$ cat src/rtl/arith_pkg.sv
// Shared arithmetic constants and elaboration-time helpers for the adder blocks.
package arith_pkg;

    localparam int SUM4_DEFAULT_WIDTH = 4;
    localparam int SUM4_MIN_WIDTH     = 1;
    localparam int SUM4_MAX_WIDTH     = 32;

    function automatic bit width_is_legal(input int width);
        return (width >= SUM4_MIN_WIDTH) && (width <= SUM4_MAX_WIDTH);
    endfunction

endpackage

$ cat src/rtl/full_adder.sv
// One-bit full-adder cell; the ripple chain in sum4 is built from these.
module full_adder (
    input  logic x,
    input  logic y,
    input  logic ci,
    output logic s,
    output logic co
);

    logic p;

    assign p  = x ^ y;
    assign s  = p ^ ci;
    assign co = (x & y) | (ci & p);

endmodule

$ cat src/rtl/sum4.sv
// Registered WIDTH-bit ripple-carry adder: full-adder chain feeding an output
// register stage with one cycle of latency and an asynchronous active-high reset.
module sum4
    import arith_pkg::*;
#(
    parameter int WIDTH = SUM4_DEFAULT_WIDTH
) (
    input  logic             clk,
    input  logic             rst,
    output logic [WIDTH-1:0] sum,
    output logic             carry,
    input  logic [WIDTH-1:0] a,
    input  logic [WIDTH-1:0] b,
    input  logic             cin,
    input  logic             in_valid,
    output logic             out_valid
);

    if (!width_is_legal(WIDTH)) begin : g_bad_width
        $error("sum4: WIDTH=%0d outside legal range 1..32", WIDTH);
    end

    logic [WIDTH:0]   c;
    logic [WIDTH-1:0] s;

    assign c[0] = cin;

    for (genvar i = 0; i < WIDTH; i++) begin : g_chain
        full_adder u_fa (
            .x  (a[i]),
            .y  (b[i]),
            .ci (c[i]),
            .s  (s[i]),
            .co (c[i+1])
        );
    end

    // NOTE: registers use non-blocking assignments so every flop samples
    // pre-edge values; blocking here would create order-dependent races.
    always_ff @(posedge clk or posedge rst) begin
        if (rst) begin
            sum       <= '0;
            carry     <= 1'b0;
            out_valid <= 1'b0;
        end else begin
            out_valid <= in_valid;
            // Result registers only load on a qualified cycle, so idle-cycle
            // operands (even X) never reach the outputs.
            if (in_valid) begin
                sum   <= s;
                carry <= c[WIDTH];
            end
        end
    end

endmodule

$ cat config.mk
export PLATFORM = sky130hd
export DESIGN_NAME = sum4
export DESIGN_NICKNAME = d
export VERILOG_FILES = /design/src/rtl/arith_pkg.sv /design/src/rtl/full_adder.sv /design/src/rtl/sum4.sv
export SDC_FILE = /design/constraint.sdc
export NUM_CORES = 1
export LEC_CHECK = 0
export BUFFER_PORTS_ARGS = -buffer_cell sky130_fd_sc_hd__buf_2
export CAP_MARGIN = 10
export CORE_AREA = 5 5 42 44
export CTS_CLUSTER_DIAMETER = 40
export DETAILED_ROUTE_END_ITERATION = 10
export DIE_AREA = 0 0 47 49
export GPL_ROUTABILITY_DRIVEN = 1
export GPL_TIMING_DRIVEN = 0
export PLACE_DENSITY = 0.48
export SYNTH_ARGS = -nofsm -noshare
export SYNTH_HDL_FRONTEND = slang
export SYNTH_HIERARCHICAL = 1
export SYNTH_SLANG_ARGS = --single-unit
$ cat constraint.sdc
create_clock -name clk -period 2 [get_ports clk]
set_input_delay 0.1 -clock clk [delete_from_list [all_inputs] [get_ports clk]]
set_output_delay 0.1 -clock clk [all_outputs]
set_load 0.005 [all_outputs]
Word-level counts from Yosys, hierarchy flattened
Index checks and enable logic that the tools add are counted.
{"block": "word_totals", "reg_bits": 6}
{"block": "op_classes", "bitwise_logic": 20}
{"cell": "$and 1x1->1", "n": 8}
{"cell": "$xor 1x1->1", "n": 8}
{"cell": "$or 1x1->1", "n": 4}

Longest topological paths before layout
{"block": "logic_depth", "word_depth": 9, "depth_mapped": 5, "mapped_depth_nobuf": 5}

Cells and area by module
Netlist, hierarchy kept.
{"mod": "sum4", "instances": 1, "cells_per_inst": 12, "area_each_um2": 210.2, "seq_area_each_um2": 150.1}
{"mod": "full_adder", "instances": 4, "cells_per_inst": 1, "area_each_um2": 20.0, "seq_area_each_um2": 0.0}

Worst setup path after synthesis
Ideal clock, no wire load.
{"block": "synth_timing", "kind": "input to register", "startpoint": "input b[0]", "endpoint": "register sum[3]", "setup_ns": 0.125, "arrival_ns": 1.952, "setup_slack_ns": -0.077, "stages": 5, "n_path_buf": 0, "cell_sequence": "fa_1 -> fa_1 -> fa_1 -> fa_1 -> mux2_2"}
{"block": "synth_between", "elab_chain_cells": 8, "word_cells_on_any_way": 9, "classes_between": "9 x bitwise"}
{"item": "from (decl)", "line_no": "sum4.sv:13", "source": "input logic [WIDTH-1:0] b,"}
{"item": "$xor 1x1->1", "line_no": "full_adder.sv:12", "source": "assign p = x ^ y;"}
{"item": "$and 1x1->1", "line_no": "full_adder.sv:14", "source": "assign co = (x & y) | (ci & p);"}
{"item": "$or 1x1->1 *", "line_no": "full_adder.sv:14"}
{"item": "$and 1x1->1 *", "line_no": "full_adder.sv:14"}
{"item": "$or 1x1->1 *", "line_no": "full_adder.sv:14"}
{"item": "named net c[2]", "line_no": "sum4.sv:23", "source": "logic [WIDTH:0] c;"}
{"item": "$and 1x1->1 *", "line_no": "full_adder.sv:14"}
{"item": "$or 1x1->1 *", "line_no": "full_adder.sv:14"}
{"item": "named net c[3]", "line_no": "sum4.sv:23"}
{"item": "$xor 1x1->1 *", "line_no": "full_adder.sv:13", "source": "assign s = p ^ ci;"}
{"item": "named net s[3]", "line_no": "sum4.sv:24", "source": "logic [WIDTH-1:0] s;"}
{"item": "to (signal assigned)", "line_no": "sum4.sv:50", "source": "sum <= s;"}
{"item": "to (decl)", "line_no": "sum4.sv:10", "source": "output logic [WIDTH-1:0] sum,"}
Mark *: on every way through the listed nets, which the timed path passes. The rest lies on a longest branch.
A chain may end at the register's enable or synchronous reset.

Worst setup path after layout
{"block": "layout_timing", "startpoint": "input b[0]", "endpoint": "register sum[3]"}
{"block": "layout_between", "elab_chain_cells": 8, "word_cells_on_any_way": 9, "classes_between": "9 x bitwise"}
{"item": "$xor 1x1->1", "line_no": "full_adder.sv:12"}
{"item": "$and 1x1->1", "line_no": "full_adder.sv:14"}
{"item": "$or 1x1->1 *", "line_no": "full_adder.sv:14"}
{"item": "named net c[1]", "line_no": "sum4.sv:23"}
{"item": "$and 1x1->1 *", "line_no": "full_adder.sv:14"}
{"item": "$or 1x1->1 *", "line_no": "full_adder.sv:14"}
{"item": "named net c[2]", "line_no": "sum4.sv:23"}
{"item": "$and 1x1->1 *", "line_no": "full_adder.sv:14"}
{"item": "$or 1x1->1 *", "line_no": "full_adder.sv:14"}
{"item": "named net c[3]", "line_no": "sum4.sv:23"}
{"item": "$xor 1x1->1 *", "line_no": "full_adder.sv:13"}
{"item": "named net s[3]", "line_no": "sum4.sv:24"}
Marks and branches as above.

==> flow_summary.toml <==
[outcome]
outcome = "finished clean"

[pwr]
p_leak_nw = 0.207
pwr-share-comb_pct = 23.4
power_density_nw_per_um2 = 811
p_clk_share_pct = 32.5
switching_power_mw = 0.0920
switching_share_pct = 26.1
peakVddDrop_uv = 319
p_int_mw = 0.261
seq_power_share_pct = 44.1

[floorplanning]
top_level_ports = 18
dieArea_um2 = 2300
core_area_um2 = 1400
start_util_pct = 20.7
die_h_um = 49
rows = 14
die_w_um = 47

[global_route]
grt_max_degree = 7
antenna_found_initial = 0
gr-total-overflow = 0
grt_pass1_vias = 280
grt_pass1_wl_um = 1140
track_usage_pct = 7.56

[cts]
cts_buffer_depth = 2
root_buffer = "clkbuf_4"
clkSinkCount = 6
clk_pin_slew_ns = 0.05
htree_levels = 1
tritoncts = "yes"
post_cts_buffers = 0
cts_buffers = 3
worstSkewPairLatency_ns = 0.25

[synthesis]
ys_ff_latch = 6
yosys.area.top_type = "dfrtp_1"
synth_top_area_share_pct = 51.7
synthAdderAreaFrac_pct = 27.6
syn-num-nets = 32
synth_cell_types = 4
yosys_warnings = 6
synth_top_family_by_area = "adder cells"
synth_compound_area_share_pct = 0
synthCells = 16
synth_area_per_cell_um2 = 18.1
yosys-top-cells-area = "dfrtp_1 (52%), fa_1 (28%), mux2_2 (19%)"
syn_area_um2 = 290
muxShareOfSynthArea_pct = 19.4
synth.yosys.seq_area_share_pct = 51.7
yosys.area_share.simple_pct = 0
yosys.area_share.xor_xnor_pct = 0

[setup_path]
critPathKind = "input pin to flip-flop"
cp_max_fo = 1
critPathRequiredTime_ns = 2.13
startpoint = "b[0]"
r2r_start = "sum[3]"
cp-end-kind = "flip-flop"
start_kind = "input pin"
crit_arrival_ns = 2.00

[timing]
hold_viol_final = 0
period_share_pct = 93.4
tightestPinTransition_ns = 0.237
setup_tns_ns = 0
setup_viol = 0
drv_slew = 0
fin_ws_ns = 0.133
max_freq_ghz = 0.536
maxSlewHeadroom_pct = 84.2
rsz0062_at_grt = "no"
skew_ns = 0
fin_crit_ns = 1.87

[worst_hold_path]
hp-start = "in_valid"
min_path_type = "input pin to flip-flop"

[route]
drt_iter0_drc = 0
route.detailed.drc = 0
antenna_left = 0
post_drt_via_cell_ratio = 3.94
finalWirelength_um = 672
firstDrtPassIters = 1
vias = 209
wl_per_cell_um = 12.7

[cells_and_area]
nets = 55
fin_util_pct = 31.1
drive_above_1_share_pct = 75.7
diodes = 0
area_growth_pct = 50.0
final_cells = 53
n_fill_cell = 144
finalInstanceArea_um2 = 435

[place]
place.gp.congestion = 0.717
portBuffers = 17
post_dp_cell_area_um2 = 403
dpl_worst_slack_ns = -0.133
dp_cells = 49
dp_hpwl_um = 565

[flow_run]
maxCapViolCount = 0
cell usage in the layout, fill, tap and decap left out:
cell type	instances
dlygate4sd3_1	1
dfrtp_1	6
inv_1	1
buf_2	17
clkbuf_4	3
fa_2	3
fa_1	1
mux2_2	5
cells in the mapped netlist:
master and count:
dfrtp_1 6, fa_1 4, inv_1 1, mux2_2 5
final timing paths:
| check | to | slack (ns) | cells after the start |
|---|---|---|---|
| setup / recovery | sum[3] | 0.13 | 6 |
| hold / removal | out_valid | 0.06 | 1 |
| setup reg to reg | sum[3] | 1.24 | 1 |
| hold reg to reg | sum[1] | 0.51 | 1 |
| max in group asynchronous | sum[2] | 1.49 | 3 |
| min in group asynchronous | sum[0] | 0.32 | 3 |
per-layer routing:
metal | vias to the layer above | GRT usage (%) | share of wire [%]
met1 | 99 | 7.99 | 37
met3 | 0 | 4.06 | 15
met5 | - | 0 | 0
li1 | 96 | - | -
met4 | 0 | 6.91 | 0
met2 | 14 | 10.2 | 48
power by group through the flow:
stage,Sequential [mW],Combinational (mW),Clock (mW)
4_1_cts,0.156,0.0859,0.122
5_1_grt,0.158,0.0959,0.127
6_report,0.156,0.0826,0.115
3_3_place_gp,0.155,0.0814,0
3_5_place_dp,0.158,0.0837,0
2_1_floorplan,0.158,0.0332,0
layout make-up:
cell class	instances	area, µm²	area share (%)
clock buffers	3	22.5	5.17
inverters	1	3.75	0.862
multi-input cells	9	144	33.0
flip-flops and latches	6	150	34.5
well taps	16	20.0	4.60
repair buffers	18	95.1	21.8
cell families (layout without fill, tap and decap cells):
| logic type | after synthesis | in the layout |
|---|---|---|
| muxes | 5 | 5 |
| adders and majority gates | 4 | 4 |
| DFF | 6 | 6 |
| buffers and inverters | 1 | 22 |
state kept, by name, summed over array words and instances, names as in the netlist:
signal / count
carry: 1
out_valid: 1
sum: 4
critical path, cell delays in order:
cell and delay, ns:
buf_2 0.11, fa_2 0.39, fa_2 0.36, fa_2 0.34, fa_1 0.42, mux2_2 0.27
timing repair:
action	4_1_cts	5_1_grt
hold buffers	1	0
gates resized for setup	0	0
endpoints found under the hold margin	6	0
through the flow:
step	power [mW]	hold WS, ns
2_1_floorplan	0.191	-0.109
3_3_place_gp	0.236	0.0131
3_5_place_dp	0.241	0.0192
4_1_cts	0.364	0.0470
5_1_grt	0.381	0.0494
6_report	0.353	0.0557
Note: power is estimated with default switching activity, not from simulation.
